--- src/rtl/rv_pkg.sv ---
// Shared definitions for the register-file writeback path: default widths,
// the hard-wired zero register and the two-requester identifier.
package rv_pkg;

  localparam int DATA_WIDTH = 32;
  localparam int ADDR_WIDTH = 5;
  localparam int REG_ZERO   = 0;

  typedef enum logic {
    REQ_A = 1'b0,
    REQ_B = 1'b1
  } req_id_e;

  function automatic req_id_e other_req(input req_id_e r);
    return (r == REQ_A) ? REQ_B : REQ_A;
  endfunction

endpackage

--- src/rtl/regfile_wb_arbiter_if.sv ---
// Writeback bus: two valid/ready requesters plus the register-file write port.
interface regfile_wb_arbiter_if
  import rv_pkg::*;
#(
  parameter int DW = rv_pkg::DATA_WIDTH,
  parameter int AW = rv_pkg::ADDR_WIDTH
);

  logic          a_valid;
  logic [AW-1:0] a_rd;
  logic [DW-1:0] a_data;
  logic          a_ready;
  logic          b_valid;
  logic [AW-1:0] b_rd;
  logic [DW-1:0] b_data;
  logic          b_ready;
  logic          write_enable;
  logic [AW-1:0] rd;
  logic [DW-1:0] write_data;
  logic          contended;

  modport master (
    output a_valid, a_rd, a_data, b_valid, b_rd, b_data,
    input  a_ready, b_ready, write_enable, rd, write_data, contended
  );

  modport slave (
    input  a_valid, a_rd, a_data, b_valid, b_rd, b_data,
    output a_ready, b_ready, write_enable, rd, write_data, contended
  );

endinterface

--- src/rtl/rr_burst_arbiter.sv ---
// Two-way round-robin arbiter that lets the last winner keep the grant for up
// to MAX_BURST consecutive contested cycles before handing over.
module rr_burst_arbiter
  import rv_pkg::*;
#(
  parameter int MAX_BURST = 2
) (
  input  logic clk,
  input  logic rst,
  input  logic req_a,
  input  logic req_b,
  output logic gnt_a,
  output logic gnt_b
);

  localparam int CNT_W = $clog2(MAX_BURST + 1);

  req_id_e          last_reg, last_next;
  logic [CNT_W-1:0] burst_cnt_reg, burst_cnt_next;
  req_id_e          winner;
  logic             any_req;

  always_ff @(posedge clk) begin
    if (rst) begin
      last_reg      <= REQ_A;
      burst_cnt_reg <= '0;
    end else begin
      last_reg      <= last_next;
      burst_cnt_reg <= burst_cnt_next;
    end
  end

  always_comb begin
    last_next      = last_reg;
    burst_cnt_next = burst_cnt_reg;
    winner         = last_reg;
    any_req        = !rst && (req_a || req_b);

    if (!rst) begin
      if (req_a && req_b) begin
        // The counter never exceeds MAX_BURST: reaching it forces a handover.
        winner = (burst_cnt_reg < CNT_W'(MAX_BURST)) ? last_reg : other_req(last_reg);
        if (winner == last_reg) begin
          burst_cnt_next = burst_cnt_reg + 1'b1;
        end else begin
          last_next      = winner;
          burst_cnt_next = CNT_W'(1);
        end
      end else if (req_a || req_b) begin
        winner         = req_a ? REQ_A : REQ_B;
        last_next      = winner;
        burst_cnt_next = '0;
      end
    end

    gnt_a = any_req && (winner == REQ_A);
    gnt_b = any_req && (winner == REQ_B);
  end

endmodule

--- src/rtl/regfile_wb_arbiter.sv ---
// Shares the register file's single write port between the ALU (A) and the
// load/store (B) writeback paths; x0 writes are consumed but never issued.
module regfile_wb_arbiter
  import rv_pkg::*;
#(
  parameter int DATA_WIDTH = rv_pkg::DATA_WIDTH,
  parameter int ADDR_WIDTH = rv_pkg::ADDR_WIDTH,
  parameter int MAX_BURST  = 2
) (
  input logic clk,
  input logic rst,
  regfile_wb_arbiter_if.slave bus
);

  logic                  gnt_a, gnt_b, xfer;
  logic [ADDR_WIDTH-1:0] sel_rd;
  logic [DATA_WIDTH-1:0] sel_data;
  logic                  we_reg;
  logic [ADDR_WIDTH-1:0] rd_reg;
  logic [DATA_WIDTH-1:0] data_reg;
  logic                  contended_reg;

  rr_burst_arbiter #(
    .MAX_BURST(MAX_BURST)
  ) u_arb (
    .clk  (clk),
    .rst  (rst),
    .req_a(bus.a_valid),
    .req_b(bus.b_valid),
    .gnt_a(gnt_a),
    .gnt_b(gnt_b)
  );

  always_comb begin
    xfer     = gnt_a || gnt_b;
    sel_rd   = gnt_b ? bus.b_rd : bus.a_rd;
    sel_data = gnt_b ? bus.b_data : bus.a_data;
  end

  always_ff @(posedge clk) begin
    if (rst) begin
      we_reg        <= 1'b0;
      rd_reg        <= '0;
      data_reg      <= '0;
      contended_reg <= 1'b0;
    end else begin
      we_reg        <= xfer && (sel_rd != ADDR_WIDTH'(REG_ZERO));
      contended_reg <= bus.a_valid && bus.b_valid;
      if (xfer) begin
        rd_reg   <= sel_rd;
        data_reg <= sel_data;
      end
    end
  end

  assign bus.a_ready    = gnt_a;
  assign bus.b_ready    = gnt_b;
  // A write still in flight when reset arrives must not reach the register file.
  assign bus.write_enable = we_reg && !rst;
  assign bus.rd           = rd_reg;
  assign bus.write_data   = data_reg;
  assign bus.contended    = contended_reg;

endmodule

--- src/flat_wrapper.sv ---
// flat-port wrapper written by rule: the top's interface ports become plain ports
module regfile_wb_arbiter_flat import rv_pkg::*;
#(
  parameter int DATA_WIDTH = rv_pkg::DATA_WIDTH,
  parameter int ADDR_WIDTH = rv_pkg::ADDR_WIDTH,
  parameter int MAX_BURST  = 2
)
  (clk, rst, bus_a_valid, bus_a_rd, bus_a_data, bus_b_valid, bus_b_rd, bus_b_data, bus_a_ready, bus_b_ready, bus_write_enable, bus_rd, bus_write_data, bus_contended);
  regfile_wb_arbiter_if bus_i ();
  input logic clk;
  input logic rst;
  input wire logic [$bits(bus_i.a_valid)-1:0] bus_a_valid;
  input wire logic [$bits(bus_i.a_rd)-1:0] bus_a_rd;
  input wire logic [$bits(bus_i.a_data)-1:0] bus_a_data;
  input wire logic [$bits(bus_i.b_valid)-1:0] bus_b_valid;
  input wire logic [$bits(bus_i.b_rd)-1:0] bus_b_rd;
  input wire logic [$bits(bus_i.b_data)-1:0] bus_b_data;
  output wire logic [$bits(bus_i.a_ready)-1:0] bus_a_ready;
  output wire logic [$bits(bus_i.b_ready)-1:0] bus_b_ready;
  output wire logic [$bits(bus_i.write_enable)-1:0] bus_write_enable;
  output wire logic [$bits(bus_i.rd)-1:0] bus_rd;
  output wire logic [$bits(bus_i.write_data)-1:0] bus_write_data;
  output wire logic [$bits(bus_i.contended)-1:0] bus_contended;
  assign bus_i.a_valid = bus_a_valid;
  assign bus_i.a_rd = bus_a_rd;
  assign bus_i.a_data = bus_a_data;
  assign bus_i.b_valid = bus_b_valid;
  assign bus_i.b_rd = bus_b_rd;
  assign bus_i.b_data = bus_b_data;
  assign bus_a_ready = bus_i.a_ready;
  assign bus_b_ready = bus_i.b_ready;
  assign bus_write_enable = bus_i.write_enable;
  assign bus_rd = bus_i.rd;
  assign bus_write_data = bus_i.write_data;
  assign bus_contended = bus_i.contended;
  regfile_wb_arbiter #(.DATA_WIDTH(DATA_WIDTH), .ADDR_WIDTH(ADDR_WIDTH), .MAX_BURST(MAX_BURST)) u_core (.clk(clk), .rst(rst), .bus(bus_i));
endmodule
--- config.mk ---
export PLATFORM = sky130hd
export DESIGN_NAME = regfile_wb_arbiter_flat
export DESIGN_NICKNAME = d
export VERILOG_FILES = /design/src/rtl/rv_pkg.sv /design/src/rtl/regfile_wb_arbiter_if.sv /design/src/rtl/rr_burst_arbiter.sv /design/src/rtl/regfile_wb_arbiter.sv /design/src/flat_wrapper.sv
export SDC_FILE = /design/constraint.sdc
export NUM_CORES = 1
export LEC_CHECK = 0
export BUFFER_PORTS_ARGS = -buffer_cell sky130_fd_sc_hd__clkbuf_2
export CAP_MARGIN = 25
export CORE_ASPECT_RATIO = 0.7
export CORE_UTILIZATION = 47
export DETAILED_ROUTE_END_ITERATION = 8
export PLACE_DENSITY_LB_ADDON = 0.3
export SETUP_SLACK_MARGIN = 0.05
export SLEW_MARGIN = 20
export SYNTH_ARGS = -nofsm -noshare
export SYNTH_HDL_FRONTEND = slang
export SYNTH_SLANG_ARGS = --single-unit
--- constraint.sdc ---
create_clock -name clk -period 3.8 [get_ports clk]
set_clock_uncertainty 0.05 [all_clocks]
set_input_delay 0.76 -clock clk [delete_from_list [all_inputs] [get_ports clk]]
set_output_delay 0.76 -clock clk [all_outputs]
set_load 0.02 [all_outputs]
Word level (Yosys, flattened, before mapping)
Cells that the tools add are included.

Output and inout port bits: 41. Word-level logic and storage cells: 35. Register bits after elaboration: 42.

Order comparisons: 1. Equality and inequality tests: 2. Bitwise gates (word level): 1. Multiplexer cells: 13. $add $sub $neg: 1. Reduce and logical (&&, ||, !) cells: 11.

Operator list (count): two-way mux 32 bit (1); two-way mux 1 bit (8); logical AND 1 bit (6); two-way mux 2 bit (3); two-way mux 5 bit (1); nonzero test 5 bit (1); adder 2 x 1 -> 2 bit (second input constant) (1); logical OR 1 bit (2); < comparator 2 bit (second input constant) (1); inequality test 2 bit (second input constant) (1); nonzero test 2 bit (1); == test 1 bit (1); logical NOT 1 bit (1); NOT 1 bit (1).

Depth between registers and ports, before layout
Word-level depth: 8. Mapped depth: 7.

Hierarchy
A second synthesis with hierarchy kept.

Cells, all modules: 195. Area, all modules: 2037.0 um^2.

By module, submodules not included: regfile_wb_arbiter (cells an instance 174, instances 1, area an instance 1870.5 um^2); rr_burst_arbiter (cells an instance 21, instances 1, area an instance 166.4 um^2).

Worst setup path after synthesis
No wires, ideal clock.

Kind: in2out. From: input port bus_b_valid. To: output port bus_b_ready. Data required time: 2990 ps. Slack: 1428 ps. Arrival: 1562 ps. Path buffers: 1. Stages on the path: 4. Path through: buf_2 inv_1 a21oi_1 nor2b_1.

Word-level cells in the longest chain between the ends: 5. Elaborated cells on any way between the ends: 7. Those cells by class: 3 x mux; 4 x reduce/logical.

RTL lines: start, declared (line flat_wrapper.sv:15) `input wire logic [$bits(bus_i.b_valid)-1:0] bus_b_valid;`; logical OR 1 bit (line rr_burst_arbiter.sv:37, rr_burst_arbiter.sv:49); two-way mux 1 bit; two-way mux 1 bit (line rr_burst_arbiter.sv:40) `if (req_a && req_b) begin`; two-way mux 1 bit (line rr_burst_arbiter.sv:39) `if (!rst) begin`; logical AND 1 bit (*) (line rr_burst_arbiter.sv:57) `gnt_b = any_req && (winner == REQ_B);`; end, declared (line flat_wrapper.sv:19) `output wire logic [$bits(bus_i.b_ready)-1:0] bus_b_ready;`.

Mark *: on every way between the ends. The rest lies on a longest branch, timed or not.

Final worst setup path
From: input port bus_a_valid. To: output port bus_b_ready.

Word-level cells in the longest chain between the ends: 5. Elaborated cells on any way between the ends: 8. Those cells by class: 4 x mux; 4 x reduce/logical.

RTL lines: start, declared (line flat_wrapper.sv:12) `input wire logic [$bits(bus_i.a_valid)-1:0] bus_a_valid;`; two-way mux 1 bit or logical OR 1 bit (tied branches) (line rr_burst_arbiter.sv:50, rr_burst_arbiter.sv:37, rr_burst_arbiter.sv:49); two-way mux 1 bit; two-way mux 1 bit (line rr_burst_arbiter.sv:40); two-way mux 1 bit (line rr_burst_arbiter.sv:39); logical AND 1 bit (*) (line rr_burst_arbiter.sv:57).

Marked as above.

==> results.toml <==
[status]
outcome = "completed"

[synthesis]
synth_common_cells = "dfxtp_1, nor2_1, a221o_1, mux2i_1, a21oi_1"
synth_top_area_share = 0.405
yosysMostFrequentCell = "dfxtp_1"
ys_ff_latch = 42
yosys-top-cells-area = "dfxtp_1, a221o_1, mux2i_1"
netlist_area_um2 = 2080
synth_cells = 215
yosys_warnings = 0
synth_edf_count = 0
async_flop_share = 0
syn_area_per_cell_um2 = 9.67
yosys.area.top_type = "dfxtp_1"
synth.distinct_cells = 30
synth_top_flop_cell = "dfxtp_1"
synth_nets = 293
seq_area_frac_synth = 0.405

[global_route]
grt_pass1_vias = 1734
grt_pass1_wl_mm = 7.91
antenna_found_initial = 0
grt_max_degree = 43
grt_usage = 0.223
gr-total-overflow = 0

[sta]
relSlewSlack = 0.564
min_period_ps = 2420
layout_setup_ws_ps = 1380
fin_tns_setup_ps = 0
setup_viol = 0
maxSlewViolCount = 0
worst_pin_slew_ps = 655
period_share = 0.638
final-hold-violation-count = 0
max_freq_ghz = 0.413
rsz0062_at_grt = "no"

[worst_hold_path]
hold_start = "u_core.bus.write_data[26]$_SDFFE_PP0P_"
hold_depth = 2
min_to = "u_core.bus.write_data[26]$_SDFFE_PP0P_"
hold_path.class = "register to register"

[clock_tree]
clkSinkCount = 42
hold_buffers = 0
clock-root-buffer = "clkbuf_8"
cts_tree = "done"
cts_max_level = 2
post-cts-setup-buffer-count = 0
clk_path_buf_depth = 2
ctsResizeCount = 0
cts_buffers = 5
clkTransAtPathRegs_ps = 80
clk_latency_ps = 290

[worst_setup_path]
reg2reg_slack_ps = 2110
r2r_start = "u_core.u_arb.burst_cnt_reg[1]$_SDFFE_PP0P_"
rr_worst_depth = 5
crit_path_max_fanout = 21
regToRegEndpoint = "u_core.bus.write_data[9]$_SDFFE_PP0P_"
worstPathArrival_ps = 1610
start_kind = "primary input"
criticalPathCategory = "primary input to output pin"
critPathCaptureType = "output pin"
critical_path_required_ps = 2990

[route]
route.met2.wl_mm = 2.33
routedWlPerCell_um = 14.1
wl_met3_um = 454
vias = 2063
drt_iter0_markers = 74
drt_pass1_iterations = 6
top_layer_used = "met4"
drt_wl_total_mm = 5.36
wl_met1_mm = 2.53
antenna_left = 0
viasPerCell = 5.44
route.detailed.drc = 0

[final_layout]
syn_to_final_growth_pct = 32.9
largest_reg_flops = 32
num-nets-final = 404
drive_gt1_frac = 0.422
diodes = 0

[run]
maxCapViolations = 0

[floorplanning]
dieArea_um2 = 4700
core_um2 = 4070
io_pins = 119
fp.dieH_um = 57.6
start_util = 0.511
num_rows = 19
fp.dieW_um = 81.5

[placed_design]
hpwl_mm = 3.78
place.gp.congestion = 0.834
place_ws_ps = 1390
portBuffers = 118

[power_and_ir_drop]
power_density_nw_per_um2 = 397
ir_worst_vdd_mv = 0.238
power.leakage_uw = 0.00137
[placed cells by master, fill, tap and decap left out, drive strengths merged]
master / Yosys / final
clkbuf: 7 / 125
dfxtp: 42 / 42
nor2: 37 / 37
mux2i: 31 / 31
a221o: 31 / 31
a21oi: 8 / 8
nand2: 6 / 6
o22ai: 5 / 5
nor3: 5 / 5
nor4: 5 / 5
mux2: 4 / 4
nor3b: 4 / 4
buf: 11 / 4
inv: 3 / 3
o21ai: 3 / 3
nor2b: 2 / 2
nand2b: 2 / 2
xnor2: 1 / 1
xor2: 1 / 1
or2: 1 / 1
a32oi: 1 / 1
nand4: 1 / 1
or4: 1 / 1
o221ai: 1 / 1
a22oi: 1 / 1
o21a: 1 / 1
bufinv: 0 / 1
[worst max path at each step]
stage                 from          end  depth (start not counted)  slack [ps]
2_1_floorplan  bus_b_valid  bus_b_ready                          4        1430
3_3_place_gp   bus_a_valid  bus_b_ready                          4        1420
3_5_place_dp   bus_a_valid  bus_b_ready                          4        1390
4_1_cts        bus_a_valid  bus_b_ready                          4        1390
5_1_grt        bus_a_valid  bus_b_ready                          4        1290
6_report       bus_a_valid  bus_b_ready                          4        1380
[stage by stage]
stage / hold slack [ps] / instance area [µm²] / total power (µW) / util / std cells
after global placement: 402 / 2660 / 757 / 0.653 / 371
final: 434 / 2760 / 1100 / 0.680 / 379
after floorplan: 410 / 2080 / 664 / - / 215
after CTS: 441 / 2760 / 1100 / 0.680 / 379
after global routing: 453 / 2760 / 1150 / 0.680 / 379
after detailed placement: 429 / 2660 / 761 / 0.653 / 371
[report_power, final]
group          internal (µW)  switching, µW
clock network            197            148
logic                    113            140
registers                478           21.4
total                    787            310
[kinds of logic after synthesis]
| group | Yosys count | synth area share |
|---|---|---|
| compound gates | 51 | 0.208 |
| xor+xnor | 2 | 0.0157 |
| buf+inv | 21 | 0.0572 |
| flops | 42 | 0.405 |
| mux | 35 | 0.171 |
| simple gates | 64 | 0.143 |
[per-layer routing]
| metal | track usage | vias up |
|---|---|---|
| li1 | - | 1033 |
| met1 | 0.293 | 933 |
| met2 | 0.354 | 92 |
| met3 | 0.0709 | 5 |
| met4 | 0.0638 | 0 |
| met5 | 0 | - |
[worst max-delay path: stages]
cell	delay, ps
clkbuf_2	240
a21oi_1	270
nor2b_1	160
clkbuf_2	180
[cell type report]
type	count	area, µm²
clock buffer	7	76.3
clock inverter	1	30.0
fill	334	1300
inverter	3	11.3
multi-input combinational	152	1120
sequential	42	841
tap	52	65.1
timing repair buffer	122	621
Note: power is estimated with default switching activity, not from simulation.
